==> src/rtl/munoc_mni_pkg.sv <==
// Shared definitions for the MUNOC master-side NI: flit type codes, flit width helpers, FSM states.
package munoc_mni_pkg;

    localparam logic [1:0] FT_WR    = 2'b01;
    localparam logic [1:0] FT_RD    = 2'b10;
    localparam logic [1:0] FT_WDATA = 2'b11;
    localparam logic [1:0] FT_B     = 2'b01;
    localparam logic [1:0] FT_R     = 2'b10;

    typedef enum logic {StIdle, StWdata} mni_state_e;

    // Header: type, src, dst, tid, len(8), size(3), burst(2), addr.
    function automatic int unsigned hdr_width(int unsigned bw_addr, int unsigned bw_tid,
                                              int unsigned bw_node);
        return 2 + 2 * bw_node + bw_tid + 13 + bw_addr;
    endfunction

    function automatic int unsigned fflit_width(int unsigned bw_addr, int unsigned bw_data,
                                                int unsigned bw_tid, int unsigned bw_node);
        int unsigned h;
        int unsigned d;
        h = hdr_width(bw_addr, bw_tid, bw_node);
        d = 2 + bw_data + bw_data / 8;
        return (h > d) ? h : d;
    endfunction

    function automatic int unsigned bflit_width(int unsigned bw_tid, int unsigned bw_data);
        return 5 + bw_tid + bw_data;
    endfunction

endpackage

==> src/rtl/munoc_master_ni_lite_if.sv <==
// AXI slave channels plus forward/backward NI links of the MUNOC master NI.
interface munoc_master_ni_lite_if
    import munoc_mni_pkg::*;
#(
    parameter int unsigned BW_ADDR = 32,
    parameter int unsigned BW_DATA = 32,
    parameter int unsigned BW_TID  = 4,
    parameter int unsigned BW_NODE = 4
);
    localparam int unsigned BW_FFLIT = fflit_width(BW_ADDR, BW_DATA, BW_TID, BW_NODE);
    localparam int unsigned BW_BFLIT = bflit_width(BW_TID, BW_DATA);

    logic                 s_awvalid, s_awready;
    logic [BW_TID-1:0]    s_awid;
    logic [BW_ADDR-1:0]   s_awaddr;
    logic [7:0]           s_awlen;
    logic [2:0]           s_awsize;
    logic [1:0]           s_awburst;
    logic                 s_wvalid, s_wready, s_wlast;
    logic [BW_DATA-1:0]   s_wdata;
    logic [BW_DATA/8-1:0] s_wstrb;
    logic                 s_bvalid, s_bready;
    logic [BW_TID-1:0]    s_bid;
    logic [1:0]           s_bresp;
    logic                 s_arvalid, s_arready;
    logic [BW_TID-1:0]    s_arid;
    logic [BW_ADDR-1:0]   s_araddr;
    logic [7:0]           s_arlen;
    logic [2:0]           s_arsize;
    logic [1:0]           s_arburst;
    logic                 s_rvalid, s_rready, s_rlast;
    logic [BW_TID-1:0]    s_rid;
    logic [BW_DATA-1:0]   s_rdata;
    logic [1:0]           s_rresp;
    logic                 fwd_valid, fwd_last, fwd_ready;
    logic [BW_FFLIT-1:0]  fwd_flit;
    logic                 bwd_valid, bwd_ready;
    logic [BW_BFLIT-1:0]  bwd_flit;

    modport slave (
        input  s_awvalid, s_awid, s_awaddr, s_awlen, s_awsize, s_awburst,
        output s_awready,
        input  s_wvalid, s_wdata, s_wstrb, s_wlast,
        output s_wready,
        output s_bvalid, s_bid, s_bresp,
        input  s_bready,
        input  s_arvalid, s_arid, s_araddr, s_arlen, s_arsize, s_arburst,
        output s_arready,
        output s_rvalid, s_rid, s_rdata, s_rresp, s_rlast,
        input  s_rready,
        output fwd_valid, fwd_flit, fwd_last,
        input  fwd_ready,
        input  bwd_valid, bwd_flit,
        output bwd_ready
    );

    modport master (
        output s_awvalid, s_awid, s_awaddr, s_awlen, s_awsize, s_awburst,
        input  s_awready,
        output s_wvalid, s_wdata, s_wstrb, s_wlast,
        input  s_wready,
        input  s_bvalid, s_bid, s_bresp,
        output s_bready,
        output s_arvalid, s_arid, s_araddr, s_arlen, s_arsize, s_arburst,
        input  s_arready,
        input  s_rvalid, s_rid, s_rdata, s_rresp, s_rlast,
        output s_rready,
        input  fwd_valid, fwd_flit, fwd_last,
        output fwd_ready,
        output bwd_valid, bwd_flit,
        input  bwd_ready
    );

endinterface

==> src/rtl/munoc_mni_resp_buf.sv <==
// One-entry valid/ready holding register; accepts a new entry in the cycle the old one drains.
module munoc_mni_resp_buf #(
    parameter int unsigned Width = 8
) (
    input  logic             clk,
    input  logic             rst,
    input  logic             in_valid_i,
    output logic             in_ready_o,
    input  logic [Width-1:0] in_data_i,
    output logic             out_valid_o,
    input  logic             out_ready_i,
    output logic [Width-1:0] out_data_o
);
    logic             valid_q, valid_d;
    logic [Width-1:0] data_q, data_d;

    assign in_ready_o  = !valid_q || out_ready_i;
    assign out_valid_o = valid_q;
    assign out_data_o  = data_q;

    always_comb begin
        valid_d = valid_q;
        data_d  = data_q;
        if (in_valid_i && in_ready_o) begin
            valid_d = 1'b1;
            data_d  = in_data_i;
        end else if (out_ready_i) begin
            valid_d = 1'b0;
        end
    end

    always_ff @(posedge clk or posedge rst) begin
        if (rst) begin
            valid_q <= 1'b0;
            data_q  <= '0;
        end else begin
            valid_q <= valid_d;
            data_q  <= data_d;
        end
    end

endmodule

==> src/rtl/munoc_master_ni_lite.sv <==
// MUNOC master NI: packetizes AXI AW/W/AR onto the forward link, returns B/R from the backward link.
// Optional macro MUNOC_MNI_ERR_COUNT_EN adds a saturating err_cnt of SLVERR/DECERR responses.
module munoc_master_ni_lite
    import munoc_mni_pkg::*;
#(
    parameter int unsigned NODE_ID = 0,
    parameter int unsigned BW_ADDR = 32,
    parameter int unsigned BW_DATA = 32,
    parameter int unsigned BW_TID  = 4,
    parameter int unsigned BW_NODE = 4,
    parameter int unsigned MAX_OUT = 4
) (
    input  logic clk,
    input  logic rst,
    munoc_master_ni_lite_if.slave bus,
`ifdef MUNOC_MNI_ERR_COUNT_EN
    output logic [15:0] err_cnt,
`endif
    output logic err_sticky
);
    localparam int unsigned BW_FFLIT = fflit_width(BW_ADDR, BW_DATA, BW_TID, BW_NODE);
    localparam int unsigned BW_BFLIT = bflit_width(BW_TID, BW_DATA);

    mni_state_e          state_q, state_d;
    logic                rr_ar_q, rr_ar_d;  // set: AR wins the next AW/AR contest
    logic                fwd_valid_q, fwd_valid_d, fwd_last_q, fwd_last_d;
    logic [BW_FFLIT-1:0] fwd_flit_q, fwd_flit_d;
    logic [3:0]          wr_cnt_q, wr_cnt_d, rd_cnt_q, rd_cnt_d;
    logic                err_q;
    logic                out_free, aw_elig, ar_elig, aw_go, ar_go, w_go;
    logic                aw_hs, ar_hs, b_hs, r_hs, rl_hs;
    logic [BW_FFLIT-1:0] wr_hdr, rd_hdr, wdata_flit;

    assign out_free = !fwd_valid_q || bus.fwd_ready;
    assign aw_elig  = bus.s_awvalid && (wr_cnt_q < 4'(MAX_OUT));
    assign ar_elig  = bus.s_arvalid && (rd_cnt_q < 4'(MAX_OUT));

    assign wr_hdr = BW_FFLIT'({FT_WR, BW_NODE'(NODE_ID), bus.s_awaddr[BW_ADDR-1 -: BW_NODE],
                               bus.s_awid, bus.s_awlen, bus.s_awsize, bus.s_awburst,
                               bus.s_awaddr});
    assign rd_hdr = BW_FFLIT'({FT_RD, BW_NODE'(NODE_ID), bus.s_araddr[BW_ADDR-1 -: BW_NODE],
                               bus.s_arid, bus.s_arlen, bus.s_arsize, bus.s_arburst,
                               bus.s_araddr});
    assign wdata_flit = BW_FFLIT'({FT_WDATA, bus.s_wstrb, bus.s_wdata});

    always_comb begin
        state_d     = state_q;
        rr_ar_d     = rr_ar_q;
        fwd_valid_d = fwd_valid_q && !bus.fwd_ready;
        fwd_flit_d  = fwd_flit_q;
        fwd_last_d  = fwd_last_q;
        aw_go       = 1'b0;
        ar_go       = 1'b0;
        w_go        = 1'b0;
        case (state_q)
            StIdle: begin
                if (out_free) begin
                    if (aw_elig && (!ar_elig || !rr_ar_q)) begin
                        aw_go       = 1'b1;
                        fwd_valid_d = 1'b1;
                        fwd_flit_d  = wr_hdr;
                        fwd_last_d  = 1'b0;
                        state_d     = StWdata;
                    end else if (ar_elig) begin
                        ar_go       = 1'b1;
                        fwd_valid_d = 1'b1;
                        fwd_flit_d  = rd_hdr;
                        fwd_last_d  = 1'b1;
                    end
                    if (aw_elig && ar_elig) rr_ar_d = !rr_ar_q;
                end
            end
            StWdata: begin
                w_go = out_free;
                if (out_free && bus.s_wvalid) begin
                    fwd_valid_d = 1'b1;
                    fwd_flit_d  = wdata_flit;
                    fwd_last_d  = bus.s_wlast;
                    if (bus.s_wlast) state_d = StIdle;
                end
            end
            default: state_d = StIdle;
        endcase
    end

    assign bus.s_awready = aw_go && !rst;
    assign bus.s_arready = ar_go && !rst;
    assign bus.s_wready  = w_go && !rst;
    assign bus.fwd_valid = fwd_valid_q;
    assign bus.fwd_flit  = fwd_flit_q;
    assign bus.fwd_last  = fwd_last_q;

    assign aw_hs = bus.s_awvalid && bus.s_awready;
    assign ar_hs = bus.s_arvalid && bus.s_arready;
    assign b_hs  = bus.s_bvalid && bus.s_bready;
    assign r_hs  = bus.s_rvalid && bus.s_rready;
    assign rl_hs = r_hs && bus.s_rlast;

    always_comb begin
        wr_cnt_d = wr_cnt_q;
        rd_cnt_d = rd_cnt_q;
        if (aw_hs && !b_hs) wr_cnt_d = wr_cnt_q + 4'd1;
        else if (!aw_hs && b_hs) wr_cnt_d = wr_cnt_q - 4'd1;
        if (ar_hs && !rl_hs) rd_cnt_d = rd_cnt_q + 4'd1;
        else if (!ar_hs && rl_hs) rd_cnt_d = rd_cnt_q - 4'd1;
    end

    // Backward path: dispatch on flit type; unknown types are swallowed and flagged.
    logic [1:0]             bwd_type;
    logic                   bwd_is_b, bwd_is_r;
    logic                   b_in_ready, r_in_ready;
    logic [BW_TID+1:0]      b_out;
    logic [BW_BFLIT-3:0]    r_out;

    assign bwd_type      = bus.bwd_flit[BW_BFLIT-1 -: 2];
    assign bwd_is_b      = (bwd_type == FT_B);
    assign bwd_is_r      = (bwd_type == FT_R);
    assign bus.bwd_ready = !rst && (bwd_is_b ? b_in_ready : bwd_is_r ? r_in_ready : 1'b1);

    munoc_mni_resp_buf #(.Width(BW_TID + 2)) u_b_buf (
        .clk         (clk),
        .rst         (rst),
        .in_valid_i  (bus.bwd_valid && bwd_is_b),
        .in_ready_o  (b_in_ready),
        .in_data_i   (bus.bwd_flit[BW_BFLIT-3 -: BW_TID+2]),
        .out_valid_o (bus.s_bvalid),
        .out_ready_i (bus.s_bready),
        .out_data_o  (b_out)
    );

    munoc_mni_resp_buf #(.Width(BW_BFLIT - 2)) u_r_buf (
        .clk         (clk),
        .rst         (rst),
        .in_valid_i  (bus.bwd_valid && bwd_is_r),
        .in_ready_o  (r_in_ready),
        .in_data_i   (bus.bwd_flit[BW_BFLIT-3:0]),
        .out_valid_o (bus.s_rvalid),
        .out_ready_i (bus.s_rready),
        .out_data_o  (r_out)
    );

    assign bus.s_bid   = b_out[2 +: BW_TID];
    assign bus.s_bresp = b_out[1:0];
    assign bus.s_rid   = r_out[BW_DATA+3 +: BW_TID];
    assign bus.s_rresp = r_out[BW_DATA+1 +: 2];
    assign bus.s_rlast = r_out[BW_DATA];
    assign bus.s_rdata = r_out[BW_DATA-1:0];
    assign err_sticky  = err_q;

    always_ff @(posedge clk or posedge rst) begin
        if (rst) begin
            state_q     <= StIdle;
            rr_ar_q     <= 1'b0;
            fwd_valid_q <= 1'b0;
            fwd_flit_q  <= '0;
            fwd_last_q  <= 1'b0;
            wr_cnt_q    <= '0;
            rd_cnt_q    <= '0;
            err_q       <= 1'b0;
        end else begin
            state_q     <= state_d;
            rr_ar_q     <= rr_ar_d;
            fwd_valid_q <= fwd_valid_d;
            fwd_flit_q  <= fwd_flit_d;
            fwd_last_q  <= fwd_last_d;
            wr_cnt_q    <= wr_cnt_d;
            rd_cnt_q    <= rd_cnt_d;
            err_q       <= err_q || (bus.bwd_valid && !bwd_is_b && !bwd_is_r);
        end
    end

`ifdef MUNOC_MNI_ERR_COUNT_EN
    logic [15:0] err_cnt_q;
    logic [16:0] err_sum;

    assign err_sum = {1'b0, err_cnt_q} + 17'(b_hs && bus.s_bresp[1])
                   + 17'(r_hs && bus.s_rresp[1]);
    assign err_cnt = err_cnt_q;

    always_ff @(posedge clk or posedge rst) begin
        if (rst) err_cnt_q <= '0;
        else     err_cnt_q <= (err_sum > 17'h0FFFF) ? 16'hFFFF : err_sum[15:0];
    end
`endif

endmodule
==> src/flat_wrapper.sv <==
// flat-port wrapper written by rule: the top's interface ports become plain ports
module munoc_master_ni_lite_flat import munoc_mni_pkg::*;
#(
    parameter int unsigned NODE_ID = 0,
    parameter int unsigned BW_ADDR = 32,
    parameter int unsigned BW_DATA = 32,
    parameter int unsigned BW_TID  = 4,
    parameter int unsigned BW_NODE = 4,
    parameter int unsigned MAX_OUT = 4
)
  (clk, rst, err_sticky, bus_s_awvalid, bus_s_awid, bus_s_awaddr, bus_s_awlen, bus_s_awsize, bus_s_awburst, bus_s_awready, bus_s_wvalid, bus_s_wdata, bus_s_wstrb, bus_s_wlast, bus_s_wready, bus_s_bvalid, bus_s_bid, bus_s_bresp, bus_s_bready, bus_s_arvalid, bus_s_arid, bus_s_araddr, bus_s_arlen, bus_s_arsize, bus_s_arburst, bus_s_arready, bus_s_rvalid, bus_s_rid, bus_s_rdata, bus_s_rresp, bus_s_rlast, bus_s_rready, bus_fwd_valid, bus_fwd_flit, bus_fwd_last, bus_fwd_ready, bus_bwd_valid, bus_bwd_flit, bus_bwd_ready);
  munoc_master_ni_lite_if #(.BW_ADDR(BW_ADDR), .BW_DATA(BW_DATA), .BW_TID(BW_TID), .BW_NODE(BW_NODE)) bus_i ();
  input  logic clk;
  input  logic rst;
  output logic err_sticky;
  input wire logic [$bits(bus_i.s_awvalid)-1:0] bus_s_awvalid;
  input wire logic [$bits(bus_i.s_awid)-1:0] bus_s_awid;
  input wire logic [$bits(bus_i.s_awaddr)-1:0] bus_s_awaddr;
  input wire logic [$bits(bus_i.s_awlen)-1:0] bus_s_awlen;
  input wire logic [$bits(bus_i.s_awsize)-1:0] bus_s_awsize;
  input wire logic [$bits(bus_i.s_awburst)-1:0] bus_s_awburst;
  output wire logic [$bits(bus_i.s_awready)-1:0] bus_s_awready;
  input wire logic [$bits(bus_i.s_wvalid)-1:0] bus_s_wvalid;
  input wire logic [$bits(bus_i.s_wdata)-1:0] bus_s_wdata;
  input wire logic [$bits(bus_i.s_wstrb)-1:0] bus_s_wstrb;
  input wire logic [$bits(bus_i.s_wlast)-1:0] bus_s_wlast;
  output wire logic [$bits(bus_i.s_wready)-1:0] bus_s_wready;
  output wire logic [$bits(bus_i.s_bvalid)-1:0] bus_s_bvalid;
  output wire logic [$bits(bus_i.s_bid)-1:0] bus_s_bid;
  output wire logic [$bits(bus_i.s_bresp)-1:0] bus_s_bresp;
  input wire logic [$bits(bus_i.s_bready)-1:0] bus_s_bready;
  input wire logic [$bits(bus_i.s_arvalid)-1:0] bus_s_arvalid;
  input wire logic [$bits(bus_i.s_arid)-1:0] bus_s_arid;
  input wire logic [$bits(bus_i.s_araddr)-1:0] bus_s_araddr;
  input wire logic [$bits(bus_i.s_arlen)-1:0] bus_s_arlen;
  input wire logic [$bits(bus_i.s_arsize)-1:0] bus_s_arsize;
  input wire logic [$bits(bus_i.s_arburst)-1:0] bus_s_arburst;
  output wire logic [$bits(bus_i.s_arready)-1:0] bus_s_arready;
  output wire logic [$bits(bus_i.s_rvalid)-1:0] bus_s_rvalid;
  output wire logic [$bits(bus_i.s_rid)-1:0] bus_s_rid;
  output wire logic [$bits(bus_i.s_rdata)-1:0] bus_s_rdata;
  output wire logic [$bits(bus_i.s_rresp)-1:0] bus_s_rresp;
  output wire logic [$bits(bus_i.s_rlast)-1:0] bus_s_rlast;
  input wire logic [$bits(bus_i.s_rready)-1:0] bus_s_rready;
  output wire logic [$bits(bus_i.fwd_valid)-1:0] bus_fwd_valid;
  output wire logic [$bits(bus_i.fwd_flit)-1:0] bus_fwd_flit;
  output wire logic [$bits(bus_i.fwd_last)-1:0] bus_fwd_last;
  input wire logic [$bits(bus_i.fwd_ready)-1:0] bus_fwd_ready;
  input wire logic [$bits(bus_i.bwd_valid)-1:0] bus_bwd_valid;
  input wire logic [$bits(bus_i.bwd_flit)-1:0] bus_bwd_flit;
  output wire logic [$bits(bus_i.bwd_ready)-1:0] bus_bwd_ready;
  assign bus_i.s_awvalid = bus_s_awvalid;
  assign bus_i.s_awid = bus_s_awid;
  assign bus_i.s_awaddr = bus_s_awaddr;
  assign bus_i.s_awlen = bus_s_awlen;
  assign bus_i.s_awsize = bus_s_awsize;
  assign bus_i.s_awburst = bus_s_awburst;
  assign bus_s_awready = bus_i.s_awready;
  assign bus_i.s_wvalid = bus_s_wvalid;
  assign bus_i.s_wdata = bus_s_wdata;
  assign bus_i.s_wstrb = bus_s_wstrb;
  assign bus_i.s_wlast = bus_s_wlast;
  assign bus_s_wready = bus_i.s_wready;
  assign bus_s_bvalid = bus_i.s_bvalid;
  assign bus_s_bid = bus_i.s_bid;
  assign bus_s_bresp = bus_i.s_bresp;
  assign bus_i.s_bready = bus_s_bready;
  assign bus_i.s_arvalid = bus_s_arvalid;
  assign bus_i.s_arid = bus_s_arid;
  assign bus_i.s_araddr = bus_s_araddr;
  assign bus_i.s_arlen = bus_s_arlen;
  assign bus_i.s_arsize = bus_s_arsize;
  assign bus_i.s_arburst = bus_s_arburst;
  assign bus_s_arready = bus_i.s_arready;
  assign bus_s_rvalid = bus_i.s_rvalid;
  assign bus_s_rid = bus_i.s_rid;
  assign bus_s_rdata = bus_i.s_rdata;
  assign bus_s_rresp = bus_i.s_rresp;
  assign bus_s_rlast = bus_i.s_rlast;
  assign bus_i.s_rready = bus_s_rready;
  assign bus_fwd_valid = bus_i.fwd_valid;
  assign bus_fwd_flit = bus_i.fwd_flit;
  assign bus_fwd_last = bus_i.fwd_last;
  assign bus_i.fwd_ready = bus_fwd_ready;
  assign bus_i.bwd_valid = bus_bwd_valid;
  assign bus_i.bwd_flit = bus_bwd_flit;
  assign bus_bwd_ready = bus_i.bwd_ready;
  munoc_master_ni_lite #(.NODE_ID(NODE_ID), .BW_ADDR(BW_ADDR), .BW_DATA(BW_DATA), .BW_TID(BW_TID), .BW_NODE(BW_NODE), .MAX_OUT(MAX_OUT)) u_core (.clk(clk), .rst(rst), .bus(bus_i), .err_sticky(err_sticky));
endmodule
==> config.mk <==
export PLATFORM = sky130hd
export DESIGN_NAME = munoc_master_ni_lite_flat
export DESIGN_NICKNAME = d
export VERILOG_FILES = /design/src/rtl/munoc_mni_pkg.sv /design/src/rtl/munoc_master_ni_lite_if.sv /design/src/rtl/munoc_mni_resp_buf.sv /design/src/rtl/munoc_master_ni_lite.sv /design/src/flat_wrapper.sv
export SDC_FILE = /design/constraint.sdc
export NUM_CORES = 1
export LEC_CHECK = 0
export ABC_AREA = 1
export BUFFER_PORTS_ARGS = -buffer_cell sky130_fd_sc_hd__buf_2
export CORE_AREA = 2 2 114 116
export CTS_CLUSTER_SIZE = 20
export DETAILED_ROUTE_END_ITERATION = 8
export DIE_AREA = 0 0 116 118
export MAX_ROUTING_LAYER = met4
export PLACE_DENSITY = 0.93
export SYNTH_ARGS = -nofsm -noshare
export SYNTH_HDL_FRONTEND = slang
export SYNTH_SLANG_ARGS = --single-unit
==> constraint.sdc <==
create_clock -name clk -period 3.7 [get_ports clk]
set_clock_uncertainty 0.2 [all_clocks]
set_input_delay 0.185 -clock clk [delete_from_list [all_inputs] [get_ports clk]]
set_output_delay 0.185 -clock clk [all_outputs]
set_load 0.02 [all_outputs]
# Word level (Yosys, flattened, before mapping)
# Index checks and enable logic that the tools add are counted.
# word_totals
ff_bits	119
input_bits	185
out_inout_bits	113
elab_cells	109
# classes
add_sub_neg	4
magnitude_cmp	2
n_eq_ne	5
n_mux	36
bitwise_logic	1
reduce_logical	49
# ops
op	count
$mux W59	4
$pmux W59 S2	1
$logic_and A1 B1 Y1	25
$mux W1	24
$mux W4	4
$logic_not A1 Y1	13
$add A4 B1 Y4 const B	2
$lt A4 B3 Y1 const B	2
$reduce_bool A2 Y1	4
$sub A4 B1 Y4 const B	2
$pmux W1 S2	3
$reduce_and A3 Y1	2
$logic_or A1 B1 Y1	5
$ne A3 B1 Y1 const B	1
$eq A2 B1 Y1 const B	1
$eq A2 B2 Y1 const B	1
$ne A2 B1 Y1 const B	1
$ne A2 B2 Y1 const B	1
$not A1 Y1	1

# Depth between registers and ports, before layout
# Gate-level depths: netlist (run 1).
# depth
ltp_word	14
mapped_depth	18
depth_no_buf	17

# Hierarchy
# From an unflattened synthesis (run 1), not the netlist that was laid out.
# hier_totals
hier_cells	766
hier_area_um2	5936.9
# modules_own_cells
mod	n_inst	cells_each	area_each_um2	seq_area_each_um2
munoc_master_ni_lite	1	562	4087.7	1701.6
munoc_mni_resp_buf (u_core.u_r_buf)	1	174	1570.3	1001.0
munoc_mni_resp_buf (u_core.u_b_buf)	1	30	279.0	175.2

# Worst setup path after synthesis (run 1)
# OpenSTA, ideal clock, no wires.
# synth_timing
path_type	in2out
from	input port rst
to	output port bus_bwd_ready
t_arrival_ps	3402
required_ps	3315
slack_ps	-87
stages	3
n_path_buf	0
path_cell_list	inv_1 o21ai_0 a31oi_1
# synth_via
elab_chain_cells	2
# synth_rtl
item	line	rtl
start: declaration	flat_wrapper.sv:14	input logic rst;
$logic_not A1 Y1	munoc_master_ni_lite.sv:118	assign bus.bwd_ready = !rst && (bwd_is_b ? b_in_ready : bwd_is_r ? r_in_ready : 1'b1);
$logic_and A1 B1 Y1	munoc_master_ni_lite.sv:118	
end: declaration	flat_wrapper.sv:51	output wire logic [$bits(bus_i.bwd_ready)-1:0] bus_bwd_ready;
# No other way between the ends.

# Worst setup path in the final report (run 1)
# layout_timing
from	register u_core.wr_cnt_q[2]
to	register u_core.fwd_flit_q[28], in the netlist u_core.bus.fwd_flit[28]
# layout_via
elab_chain_cells	6
word_cells_on_any_way	8
classes_between	order compare (1); eq/ne (1); mux (3); reduce/logical (3)
# layout_rtl
item	line	rtl
start: declaration	munoc_master_ni_lite.sv:28	logic [3:0] wr_cnt_q, wr_cnt_d, rd_cnt_q, rd_cnt_d;
start signal: assignment	munoc_master_ni_lite.sv:166	wr_cnt_q <= wr_cnt_d;
$lt A4 B3 Y1 (*)	munoc_master_ni_lite.sv:35	assign aw_elig = bus.s_awvalid && (wr_cnt_q < 4'(MAX_OUT));
$logic_and A1 B1 Y1 (*)	munoc_master_ni_lite.sv:35	
$logic_and A1 B1 Y1 (*)	munoc_master_ni_lite.sv:58	if (aw_elig && (!ar_elig || !rr_ar_q)) begin
$mux W59	munoc_master_ni_lite.sv:58	
$mux W59	munoc_master_ni_lite.sv:57	if (out_free) begin
$pmux W59 S2	munoc_master_ni_lite.sv:55	case (state_q)
end signal: assignment	munoc_master_ni_lite.sv:164	fwd_flit_q <= fwd_flit_d;
end: declaration	munoc_master_ni_lite.sv:27	logic [BW_FFLIT-1:0] fwd_flit_q, fwd_flit_d;
# Every way passes the cells marked *; elsewhere a longest branch is shown, timed or not. The select of a mux whose other input is x is not followed.
# A chain may end at the register's enable or synchronous reset.

==> results_dict.tcl, run 1 <==
set metrics [dict create \
    drt-initial-drc-count 771 \
    yosysSeqAreaShare_pct 50.8 \
    relSlewSlack_pct 24.0 \
    startpoint_type "flip-flop" \
    most-common-layout-cells "293 x buf_2, 242 x nand2_1, 155 x dlygate4sd3_1" \
    min_period_over_period_pct 92.7 \
    path_delay_family "simple AND/OR/NAND/NOR gates" \
    switching_share_pct 42.5 \
    ant_nets 0 \
    viasPerCell 5.53 \
    drcViolationCount 0 \
    root_buffer "clkbuf_16" \
    setup_slack_ns 0.271 \
    routed_wl_um 23500 \
    status "completed" \
    cellPowerDensity_nw_per_um2 754 \
    row_count 41 \
    synthTopCellsByArea "dfrtp_1 51%, nand2_1 16%, nand3_1 12%" \
    worstPathArrival_ns 3.57 \
    grt_pass1_wl_um 36000 \
    max_stage_delay_ns 0.85 \
    final_common_cell "buf_2" \
    netlist_area_um2 5660 \
    cts_buffers 17 \
    synth_largest_area_cell "dfrtp_1" \
    path_max_fanout 48 \
    cts_setup_buffers 0 \
    grt_max_degree 58 \
    grt_overflow_total 0 \
    crit_chain "nor2_1 > nand2_1 > nor2_4 > nand3_1 > nand2_1 > dlygate4sd3_1 > nand2_1 > nand3_1 > dlygate4sd3_1" \
    drv_slew 0 \
    grt_pass1_vias 7172 \
    start_util_pct 45.6 \
    slowest_stage "nor2_4" \
    groute.usage.overall_pct 35.2 \
    power_frac_comb_pct 48.6 \
    clock_path_buffers 2 \
    pwr-share-clk_pct 22.9 \
    n_fill_cell 767 \
    vias 7114 \
    clock_insertion_delay_worst_skew_ns 0.41 \
    fmax_mhz 292 \
    p_sw_uw 2980 \
    finalSetupTns_ns 0 \
    ios 298 \
    dpl_worst_slack_ns 0.832 \
    post-synth-top-area-fraction_pct 50.8 \
    seq_power_share_pct 28.5 \
    syn-mean-instance-area_um2 8.49 \
    maxCapViolCount 0 \
    p_leak_uw 0.00503 \
    ir_worst_vdd_mv 0.444 \
    wl_per_cell_um 18.3 \
    worst_slew_pin_slew_ns 1.14 \
    postSynth.asyncResetShare_pct 100 \
    ys_warn_count 0 \
    required_ns 3.84 \
    drt_pass1_iterations 6 \
    core_area_um2 12400 \
    ys.flop_type "dfrtp_1" \
    syn_inst 667 \
    port_buffers 293 \
    drive_above_1_share_pct 33.7 \
    finalHoldViolations 0 \
    gp_routability_congestion 0.905 \
    path_common_cell "nand2_1" \
    p_int_uw 4040 \
    synth_edf_count 0 \
    clk_pin_slew_worst_paths_ns 0.06 \
    areaGrowthSynthToFinish_pct 64.6 \
    dp.final_hpwl_um 12600 \
    die-area_um2 13700 \
    nNetsFinal 1293 \
    fin_crit_ns 3.43 \
    worstSetupPathType "flip-flop to flip-flop" \
    cts.htree.levels 4 \
    antenna_found_initial 2 \
    hold_slack_ns 0.199 \
    cp-end-kind "flip-flop" \
    clock_sinks 115 \
    yosysUniqueCellTypes 28 \
    ys_ff_latch 115 \
    hp-class "primary input to flip-flop" \
    cts_tree "done" \
    die_w_um 116 \
    crit_buf_inv 2 \
    dieHeight_um 118 \
    finalSetupViolCount 0 \
    rsz0062_at_grt "no" \
]
[repair_timing]
action,CTS,global route
hold endpoints to repair,132,0
hold buffers,155,0
resized for setup,0,0
[routing by layer]
metal / track usage (%) / vias up / wire length [µm]
met5: - / - / 0
met4: 21.9 / 0 / 1320
met3: 9.99 / 135 / 2480
met2: 57.6 / 644 / 11500
met1: 37.0 / 3290 / 8210
li1: - / 3045 / -
[final timing paths]
check	start	endpoint	slack [ns]	cells after the start
max	u_core.wr_cnt_q[2]	u_core.bus.fwd_flit[28]	0.27	9
min	bus_bwd_flit[39]	u_core.u_b_buf.out_valid_o	0.20	3
max reg2reg	u_core.wr_cnt_q[2]	u_core.bus.fwd_flit[28]	0.27	9
min reg2reg	u_core.bus.fwd_flit[3]	u_core.bus.fwd_flit[3]	0.27	2
max in group asynchronous	rst	u_core.bus.fwd_flit[49]	1.96	4
min in group asynchronous	rst	u_core.u_b_buf.out_valid_o	0.27	3
[synthesized netlist by cell type, types with 5 or more instances]
master    count
nand3_1     138
xnor2_1       5
buf_4         7
ha_1          6
nor2_1       13
o21ai_0      20
nand4_1       6
clkbuf_1     13
mux2_2       33
inv_1        21
dfrtp_1     115
nand2_1     243
buf_2        21
[cells by family (layout without fill, tap and decap cells)]
| family | count (synthesis) | count (layout) | share of synthesized area [%] |
|---|---|---|---|
| AO/OA/AOI/OAI | 25 | 25 | 2.28 |
| XOR/XNOR | 7 | 7 | 1.08 |
| adder cells (fa/ha/maj) | 8 | 8 | 2.03 |
| buffers and inverters | 69 | 512 | 6.08 |
| flip-flops | 115 | 115 | 50.8 |
| multiplexers | 33 | 33 | 6.56 |
| other | 1 | 6 | 0.0662 |
| AND/OR/NAND/NOR | 409 | 409 | 31.1 |
[power groups by stage]
| stage | Combinational [µW] | Sequential [µW] | Clock, µW |
|---|---|---|---|
| floorplan | 1420 | 2440 | 0 |
| global placement | 2650 | 1960 | 0 |
| detailed placement | 2740 | 1980 | 0 |
| CTS | 3230 | 1970 | 1620 |
| global route | 3660 | 2040 | 1700 |
| finish | 3410 | 2000 | 1610 |
[cell type report]
class                           count  area, µm²  area share, %
Inverter                           24       96.3           1.03
Tap cell                          172        215           2.31
Sequential cell                   115       2880           30.9
Multi-Input combinational cell    486       2470           26.5
Clock buffer                       19        443           4.75
Antenna cell                        2       5.00         0.0537
Clock inverter                     13        135           1.45
Timing Repair Buffer              456       3080           33.0
[sequential cells by signal, summed over array words and instances (netlist names)]
register	count
u_core.bus.fwd_valid	1
u_core.wr_cnt_q	4
u_core.u_r_buf.out_valid_o	1
u_core.u_r_buf.out_data_o	39
u_core.u_b_buf.out_data_o	6
u_core.bus.fwd_flit	55
u_core.state_q	1
u_core.rd_cnt_q	4
u_core.rr_ar_q	1
u_core.bus.fwd_last	1
u_core.u_b_buf.out_valid_o	1
u_core.err_sticky	1
[metrics by stage]
step | power [µW] | instance area, µm² | std cells | utilization [%]
after floorplan | 3850 | 5680 | 670 | -
after global placement | 4610 | 7180 | 1098 | 57.9
after detailed placement | 4720 | 7180 | 1098 | 57.9
after CTS | 6820 | 9310 | 1285 | 75.0
after global routing | 7390 | 9320 | 1287 | 75.0
final | 7020 | 9320 | 1287 | 75.0
[worst min-delay path, delay by kind of cell]
kind / cells / cell delay, ns
buffers and inverters: 1 / 0.11
and+or+nand+nor: 2 / 0.47
Note: power is estimated with default switching activity, not from simulation.
==> inputs of run 2 (changes only) <==
--- a/config.mk
+++ b/config.mk
@@ -12,4 +12,5 @@
 export DETAILED_ROUTE_END_ITERATION = 8
 export DIE_AREA = 0 0 116 118
+export GPL_TIMING_DRIVEN = 0
 export MAX_ROUTING_LAYER = met4
 export PLACE_DENSITY = 0.93
==> constraint.sdc (replaced) <==
create_clock -name clk -period 3.7 [get_ports clk]
set_clock_uncertainty 0.2 [all_clocks]
set_input_delay 0.74 -clock clk [delete_from_list [all_inputs] [get_ports clk]]
set_output_delay 0.74 -clock clk [all_outputs]
set_load 0.02 [all_outputs]
==> run 2 against run 1 <==
Effect of this change:
- register-to-register slack gained 0.29 ns
- worst setup slack gained 0.29 ns
- fmax rose by 9.2%
- global-route usage is 8.3 points lower
- hold slack better by 0.071 ns
- combinational power down 16%
- critical path type unchanged
- largest cell class is now sequential cells
- largest power group unchanged
- highest routed layer unchanged
==> results_dict.tcl, run 2 (synthesis gave the netlist of run 1 again) <==
set metrics [dict create \
    drt-initial-drc-count 411 \
    finalPower_uw 6410 \
    holdBufCountCts 0 \
    die_w_um 116 \
    clock_insertion_delay_worst_skew_ns 0.41 \
    status "completed" \
    cts.htree.levels 4 \
    wl_per_cell_um 15.6 \
    grt_max_degree 44 \
    rsz0062_at_grt "no" \
    pwr-share-clk_pct 24.4 \
    fmax_mhz 318 \
    multiInputGateArea_um2 2450 \
    cellPowerDensity_nw_per_um2 804 \
    drv_slew 0 \
    largest_reg_flops 55 \
    most-common-layout-cells "314 x buf_2, 243 x nand2_1, 138 x nand3_1" \
    relSlewSlack_pct 48.9 \
    required_ns 3.79 \
    fin_util_pct 64.3 \
    ant_nets 0 \
    dieHeight_um 118 \
    grt-busiest-layer "met2" \
    path_max_fanout 10 \
    final_cell_area_um2 7980 \
    groute.usage.overall_pct 26.9 \
    critPathLaunch "u_core.rd_cnt_q[2]" \
    cts_buffers 17 \
    drcViolationCount 0 \
    hp-class "flip-flop to flip-flop" \
    maxCapViolCount 0 \
    row_count 41 \
    hold_path.startpoint "u_core.bus.fwd_flit[3]" \
    areaGrowthSynthToFinish_pct 40.9 \
    ir_worst_vdd_mv 0.406 \
    port_buffers 293 \
    n_fill_cell 1064 \
    gp_routability_congestion 0.873 \
    drive_above_1_share_pct 39.9 \
    vias 5930 \
    dpl_worst_slack_ns 0.192 \
    dpl-instance-area_um2 7400 \
    regToRegStartpoint "u_core.rd_cnt_q[2]" \
    cts_tree "done" \
    finalSetupViolCount 0 \
    nNetsFinal 1177 \
    grtUsageMet3_pct 6.23 \
    core_area_um2 12400 \
    switching_share_pct 42.6 \
    startpoint_type "flip-flop" \
    finalSetupTns_ns 0 \
    clock_sinks 115 \
    final_common_cell "buf_2" \
    grt_overflow_total 0 \
    met2_usage_pct 45.8 \
    seq_area_um2 2880 \
    power_frac_comb_pct 44.9 \
    cts_resized 0 \
    drt_pass1_iterations 6 \
    die-area_um2 13700 \
    seq_power_share_pct 30.6 \
    clk_pin_slew_worst_paths_ns 0.05 \
    ios 298 \
    p_int_uw 3680 \
    worst_slew_pin_slew_ns 0.765 \
    start_util_pct 45.6 \
    p_sw_uw 2730 \
    worstPathArrival_ns 3.23 \
    root_buffer "clkbuf_16" \
    cp-end-kind "flip-flop" \
    worstSetupPathType "flip-flop to flip-flop" \
    finalHoldViolations 0 \
    clock_path_buffers 2 \
    min_period_over_period_pct 84.9 \
    grt_use_met1_pct 30.0 \
    viasPerCell 5.06 \
    setup_slack_ns 0.560 \
    cts_setup_buffers 0 \
    fin_crit_ns 3.14 \
    routed_wl_um 18200 \
    grt_pass1_vias 5716 \
    dp.final_hpwl_um 14000 \
    p_leak_uw 0.00448 \
    antenna_found_initial 2 \
    grt_pass1_wl_um 27700 \
]
run 2: changes by cell type in the layout (fill, tap and decap cells not counted), moves of 4 or more:
cell and change:
buf_2 +21, buf_6 +4, clkbuf_1 +13, dlygate4sd3_1 -155
run 2: power groups by stage:
stage | combinational (µW) | sequential [µW] | clock [µW]
final | 2880 | 1970 | 1570
after global routing | 3170 | 2010 | 1650
after CTS | 2900 | 1960 | 1580
after detailed placement | 2880 | 1970 | 0
after global placement | 2800 | 1960 | 0
after floorplan | 1420 | 2440 | 0
run 2: stage by stage:
step,hold WS (ns),cells
detailed placement,0.260,1137
finish,0.270,1171
floorplan,0.246,670
global placement,0.255,1135
global route,0.289,1171
CTS,0.274,1169
run 2: metal layers:
metal | share of wire [%] | up-vias | routed length, µm
li1 | - | 2810 | -
met1 | 39 | 2754 | 7120
met2 | 50 | 325 | 9070
met3 | 8.2 | 41 | 1500
met4 | 2.9 | 0 | 524
met5 | 0 | - | 0
run 2: final cells by class:
type / instances / share of cell area, %
sequential: 115 / 36.1
multi-input combinational: 486 / 30.7
timing repair buffer: 295 / 18.9
clock buffer: 21 / 5.90
buffer: 45 / 3.15
tap: 172 / 2.70
clock inverter: 11 / 1.30
inverter: 24 / 1.21
antenna: 2 / 0.0627
run 2: critical path, cell delays in order, from the launching register on:
cell,delay (ns)
dfrtp_1,0.40
nor2_1,0.22
nand3_1,0.17
nand2_1,0.27
buf_2,0.29
nand3_2,0.14
nor2_1,0.13
ha_1,0.20
inv_1,0.10
ha_1,0.35
a21oi_1,0.14
nand2_1,0.07
and2_1,0.14
o21ai_0,0.14
nand2_1,0.06
run 2: worst paths after layout:
kind	endpoint	slack [ns]	cells past startpoint
min reg2reg	u_core.bus.fwd_flit[3]	0.27	2
max in group asynchronous	u_core.bus.fwd_flit[20]	2.29	3
min	u_core.bus.fwd_flit[3]	0.27	2
min in group asynchronous	u_core.u_r_buf.out_valid_o	0.34	2
max reg2reg	u_core.rd_cnt_q[3]	0.56	14
max	u_core.rd_cnt_q[3]	0.56	14
